## src/rtl/mips_defs.sv

```systemverilog
// Shared definitions for the boot-time instruction-memory loader:
// loader state encodings, header length width and a byte-packing helper.
package mips_defs;

    localparam int LEN_WIDTH  = 16;
    localparam int WORD_WIDTH = 32;

    typedef enum logic [2:0] {
        ST_IDLE   = 3'd0,
        ST_LEN_HI = 3'd1,
        ST_LEN_LO = 3'd2,
        ST_DATA   = 3'd3,
        ST_WRITE  = 3'd4,
        ST_DONE   = 3'd5,
        ST_ERR    = 3'd6
    } loader_state_e;

    // Big-endian packing: earlier bytes migrate toward [31:24].
    function automatic logic [WORD_WIDTH-1:0] shift_in_byte(
        input logic [WORD_WIDTH-1:0] word,
        input logic [7:0]            new_byte
    );
        return {word[WORD_WIDTH-9:0], new_byte};
    endfunction

endpackage

```

## src/rtl/byte_assembler.sv

```systemverilog
// Collects four stream bytes, MSB first, into one 32-bit instruction word.
module byte_assembler
    import mips_defs::*;
(
    input  logic                  clk,
    input  logic                  reset,
    input  logic                  shift_en,
    input  logic                  clear,
    input  logic [7:0]            byte_in,
    output logic [WORD_WIDTH-1:0] word_out,
    output logic                  last_byte
);

    logic [WORD_WIDTH-1:0] word_r;
    logic [1:0]            idx_r;

    // Shift register and byte index; clear wins so a stale partial word never leaks.
    always_ff @(posedge clk) begin
        if (!reset) begin
            word_r <= {WORD_WIDTH{1'b0}};
            idx_r  <= 2'd0;
        end else if (clear) begin
            word_r <= {WORD_WIDTH{1'b0}};
            idx_r  <= 2'd0;
        end else if (shift_en) begin
            word_r <= shift_in_byte(word_r, byte_in);
            idx_r  <= idx_r + 2'd1;
        end else begin
            word_r <= word_r;
            idx_r  <= idx_r;
        end
    end

    assign word_out  = word_r;
    assign last_byte = (idx_r == 2'd3);

endmodule

```

## src/rtl/imem_loader.sv

```systemverilog
// Boot loader: parses a length-prefixed byte stream, writes big-endian words to
// instruction memory from address 0 and holds the core in reset until done.
module imem_loader
    import mips_defs::*;
#(
    parameter int ADDR_WIDTH = 8,
    parameter int MAX_WORDS  = 2 ** ADDR_WIDTH
) (
    input  logic                  clk,
    input  logic                  reset,
    input  logic                  start,
    input  logic                  in_valid,
    input  logic [7:0]            in_byte,
    output logic                  in_ready,
    output logic                  imem_we,
    output logic [ADDR_WIDTH-1:0] imem_addr,
    output logic [WORD_WIDTH-1:0] imem_wdata,
    output logic                  core_reset,
    output logic                  load_done,
    output logic                  load_err
);

    // One extra bit lets a MAX_WORDS-long program finish without wrapping.
    localparam int          IDX_WIDTH   = ADDR_WIDTH + 1;
    localparam logic [31:0] MAX_WORDS_U = 32'(MAX_WORDS);

    loader_state_e          state_r;
    loader_state_e          state_next_s;
    logic [LEN_WIDTH-1:0]   count_r;
    logic [LEN_WIDTH-1:0]   len_full_s;
    logic [IDX_WIDTH-1:0]   word_idx_r;
    logic [IDX_WIDTH-1:0]   idx_inc_s;
    logic                   accept_s;
    logic                   shift_en_s;
    logic                   clear_s;
    logic                   last_byte_s;
    logic [WORD_WIDTH-1:0]  word_s;

    assign in_ready   = (state_r == ST_LEN_HI) || (state_r == ST_LEN_LO) || (state_r == ST_DATA);
    assign accept_s   = in_ready && in_valid;
    assign len_full_s = {count_r[LEN_WIDTH-1:8], in_byte};
    assign idx_inc_s  = word_idx_r + {{(IDX_WIDTH-1){1'b0}}, 1'b1};
    assign shift_en_s = (state_r == ST_DATA) && accept_s;

    byte_assembler u_asm (
        .clk       (clk),
        .reset     (reset),
        .shift_en  (shift_en_s),
        .clear     (clear_s),
        .byte_in   (in_byte),
        .word_out  (word_s),
        .last_byte (last_byte_s)
    );

    // State register.
    always_ff @(posedge clk) begin
        if (!reset) begin
            state_r <= ST_IDLE;
        end else begin
            state_r <= state_next_s;
        end
    end

    // Next-state decode and assembler clear strobe.
    always_comb begin
        state_next_s = state_r;
        clear_s      = 1'b0;
        case (state_r)
            ST_IDLE, ST_DONE, ST_ERR: begin
                if (start) begin
                    state_next_s = ST_LEN_HI;
                end else begin
                    state_next_s = state_r;
                end
            end
            ST_LEN_HI: begin
                if (accept_s) begin
                    state_next_s = ST_LEN_LO;
                end else begin
                    state_next_s = ST_LEN_HI;
                end
            end
            ST_LEN_LO: begin
                if (!accept_s) begin
                    state_next_s = ST_LEN_LO;
                end else if (len_full_s == {LEN_WIDTH{1'b0}}) begin
                    state_next_s = ST_DONE;
                end else if ({16'd0, len_full_s} > MAX_WORDS_U) begin
                    state_next_s = ST_ERR;
                end else begin
                    state_next_s = ST_DATA;
                    clear_s      = 1'b1;
                end
            end
            ST_DATA: begin
                if (accept_s && last_byte_s) begin
                    state_next_s = ST_WRITE;
                end else begin
                    state_next_s = ST_DATA;
                end
            end
            ST_WRITE: begin
                if (LEN_WIDTH'(idx_inc_s) == count_r) begin
                    state_next_s = ST_DONE;
                end else begin
                    state_next_s = ST_DATA;
                end
            end
            default: begin
                state_next_s = ST_IDLE;
            end
        endcase
    end

    // Header length capture and word index, advanced once per written word.
    always_ff @(posedge clk) begin
        if (!reset) begin
            count_r    <= {LEN_WIDTH{1'b0}};
            word_idx_r <= {IDX_WIDTH{1'b0}};
        end else begin
            if (state_r == ST_LEN_HI && accept_s) begin
                count_r <= {in_byte, count_r[7:0]};
            end else if (state_r == ST_LEN_LO && accept_s) begin
                count_r <= len_full_s;
            end else begin
                count_r <= count_r;
            end
            if (clear_s) begin
                word_idx_r <= {IDX_WIDTH{1'b0}};
            end else if (state_r == ST_WRITE) begin
                word_idx_r <= idx_inc_s;
            end else begin
                word_idx_r <= word_idx_r;
            end
        end
    end

    assign imem_we    = (state_r == ST_WRITE);
    assign imem_addr  = word_idx_r[ADDR_WIDTH-1:0];
    assign imem_wdata = word_s;
    assign core_reset = (state_r != ST_DONE);
    assign load_done  = (state_r == ST_DONE);
    assign load_err   = (state_r == ST_ERR);

endmodule

```

## config.mk

```make
export PLATFORM = sky130hd
export DESIGN_NAME = imem_loader
export DESIGN_NICKNAME = d
export VERILOG_FILES = /design/src/rtl/mips_defs.sv /design/src/rtl/byte_assembler.sv /design/src/rtl/imem_loader.sv
export SDC_FILE = /design/constraint.sdc
export NUM_CORES = 1
export LEC_CHECK = 0
export CELL_PAD_IN_SITES_DETAIL_PLACEMENT = 0
export CELL_PAD_IN_SITES_GLOBAL_PLACEMENT = 2
export CORE_UTILIZATION = 30
export DETAILED_ROUTE_END_ITERATION = 10
export PLACE_DENSITY = 0.85
export SLEW_MARGIN = 20
export SYNTH_ARGS = -nofsm -noshare
export SYNTH_HDL_FRONTEND = slang
export SYNTH_SLANG_ARGS = --single-unit
```

## constraint.sdc

```tcl
create_clock -name clk -period 2.35 [get_ports clk]
set_clock_uncertainty 0.15 [all_clocks]
set_input_delay 0.47 -clock clk [delete_from_list [all_inputs] [get_ports clk]]
set_output_delay 0.47 -clock clk [all_outputs]
set_load 0.02 [all_outputs]
```

==> run_results.csv <==
group,metric,value,unit
global_routing,grt_max_degree,35,
routing,num_vias,2565,
sta,maxSlewViolCount,0,
cells_and_area,antenna_cells,0,
power,clockPowerShare,41.9,%
cts,root_buffer,"clkbuf_8",
synth,ys_seq_elements,62,
sta,setup_viol,0,
routing,antenna_left,0,
synth,synth_fa_ha_area_share,0.8375,%
synth,yosys.area_share.simple,25.13,%
global_routing,overflow,0,
min_path,hold_class,"reg2reg",
place,place_congestion,0.7980,
sta,rsz0062_at_grt,"true",
power,power_leakage,1.393,nW
worst_setup_path,cp-start-kind,"primary input",
place,io_buffer_count,56,
synth,syn-instance-count,354,
power,power.internal,0.001994,W
floorplanning,io_pins,57,
power,switching_power,0.0007015,W
synth,ys_seq_area_share,41.54,%
routing,firstDrtPassIters,6,
floorplanning,fp.dieH,101.8,um
sta,worst_pin_slew,616.7,ps
synth,synth_ff_type,"dfxtp_1",
run,drv_cap,0,
sta,slew-limit-headroom,57.82,%
cells_and_area,drive_above_1_share,19.25,%
power,p_total,0.002695,W
global_routing,grt_pass1_wl,11720,um
cells_and_area,stdcell_count,559,
routing,finalWirelength,7213,um
synth,synth_cell_types,49,
cts,clk_pin_slew,70,ps
global_routing,grt.total_usage,14.63,%
cells_and_area,area_growth,35.13,%
cts,h-tree-depth,3,
sta,fin_crit_sh,98.72,%
synth,synth_warnings,0,
synth,syn_nets,368,
synth,synth-edff-count,0,
cts,cts_max_path_buffers,2,
power,pwr-share-seq,42.1,%
worst_setup_path,crit_required,2430,ps
power,swShare,26.03,%
worst_setup_path,arrival,2400,ps
global_routing,antenna_found_initial,0,
floorplanning,initial_core_util,30.71,%
sta,hold_viol_final,0,
sta,min_period,2320,ps
cts,clock_latency,340,ps
synth,async_flop_share,0,%
worst_setup_path,timing_worst_setup_path_type,"in2reg",
global_routing,grt_pass1_vias,2412,
synth,synth_top_family_by_area,"simple AND/OR/NAND/NOR gates",
power,comb_power_share,16.0,%
routing,drc_errors,0,
cells_and_area,final_common_cell,"nand2_1",
cells_and_area,layout_common_cells,"nand2_1 (97), dfxtp_1 (60), clkdlybuf4s50_1 (53)",
floorplanning,die_width,101.8,um
power,max-vdd-ir-drop,0.2501,mV
cts,clock_sinks,62,
worst_setup_path,worstPathMaxFanout,34,
synth,netlist_area,2988,um^2
synth,synth_xor_xnor_area_share,4.983,%
routing,wl_per_cell,12.90,um
floorplanning,rows,36,
cells_and_area,nets,435,
cts,cts_tree,"done",
routing,viasPerCell,4.589,
synth,muxShareOfSynthArea,3.015,%
worst_setup_path,critPathCaptureType,"flop",
floorplanning,core,9729,um^2
sta,max_freq,431.1,MHz
synth,synth_compound_area_share,18.30,%
floorplanning,die_area,10360,um^2
place,dpl.hpwl,5084,um
place,dp.cells,543,
synth,avgSynthCellArea,8.440,um^2
power,powerDensity,667.5,nW/um^2
cts,numCtsBuffers,9,
routing,drt_iter0_drc,90,
status,status,"completed",
-- per-stage QoR --
stage	utilization [%]	worst slack [ps]	TNS (ps)	hold slack (ps)	cell area, um^2
after floorplan	-	168.0	0	302.1	2988
after global routing	41.50	-33.81	-61.33	319.1	4038
after CTS	41.42	19.14	0	309.2	4030
after global placement	38.91	-326.6	-12860	295.1	3786
final	41.50	30.14	0	305.5	4038
after detailed placement	38.91	-395.5	-14970	298.9	3786
-- registers in the layout, summed over array words and instances (netlist names) --
name	flops
u_asm.word_out	32
state_r	3
u_asm.idx_r	2
word_idx_r	9
count_r	16
-- worst max-delay path, stage by stage --
cell and delay (ps):
clkdlybuf4s50_1 420, or4_4 580, o21a_1 240, o41ai_4 300
buf_12 290, nor2_1 90
-- what timing repair did --
action,in CTS,in global routing
hold buffers,0,0
setup endpoints to repair,4,5
setup buffers,0,0
resized for setup,5,3
-- area by class of cell --
cell class	count	area (um^2)
fillers	993	5692
multi-input cells	259	1573
flip-flops and latches	62	1244
repair buffers	84	799.5
well taps	133	166.4
clock buffers	10	127.6
clock inverters	6	108.9
inverters	5	18.77
-- power by group through the flow --
| stage | Combinational [W] | Clock, W | Sequential [W] |
|---|---|---|---|
| after floorplan | 0.000277 | 0 | 0.00114 |
| after global placement | 0.000428 | 0 | 0.00115 |
| after detailed placement | 0.000432 | 0 | 0.00115 |
| after CTS | 0.000435 | 0.00116 | 0.00113 |
| after global routing | 0.000477 | 0.00121 | 0.00114 |
| final | 0.000432 | 0.00113 | 0.00113 |
-- layer usage --
metal,up-vias,global-route usage [%],routed length [um]
li1,1327,-,-
met1,1189,19.88,3548
met2,38,22.45,3376
met3,11,2.070,157
met4,0,7.692,129
met5,-,0,0
-- synth_stat cells (all sizes together) (2+ instances only) --
library cell	instances	area share, %
nor2	19	2.4
nor3	5	1.0
nand2	97	12
nand3	4	0.67
inv	5	0.63
xor2	8	2.3
ha	2	0.84
a21oi	35	9.6
or4	3	0.88
dfxtp	62	42
and2	2	0.42
a21boi	9	2.3
nand4b	2	0.59
nor2b	13	2.7
nand4	6	1.3
buf	13	3.7
mux2i	9	3.0
o21ai	5	0.84
o22ai	3	0.63
xnor2	9	2.6
clkbuf	15	1.9
nand2b	3	0.63
and3	4	0.84
-- final timing paths --
check | start | endpoint | slack (ps) | cells after the start
setup / recovery | in_byte[0] | u_asm.idx_r[0] | 30 | 6
hold / removal | u_asm.word_out[30] | u_asm.word_out[30] | 310 | 2
setup reg to reg | count_r[12] | u_asm.idx_r[0] | 340 | 5
hold reg to reg | u_asm.word_out[30] | u_asm.word_out[30] | 310 | 2
-- logic make-up (layout without fill, tap and decap cells) --
logic type | Yosys count | count (layout)
and+or+nand+nor | 164 | 164
DFF | 62 | 62
adders and majority gates | 2 | 2
AOI/OAI and AO/OA | 67 | 67
xor gates and xnor gates | 17 | 17
buffers and inverters | 33 | 105
muxes | 9 | 9
Power figures use the tool's default switching activity.
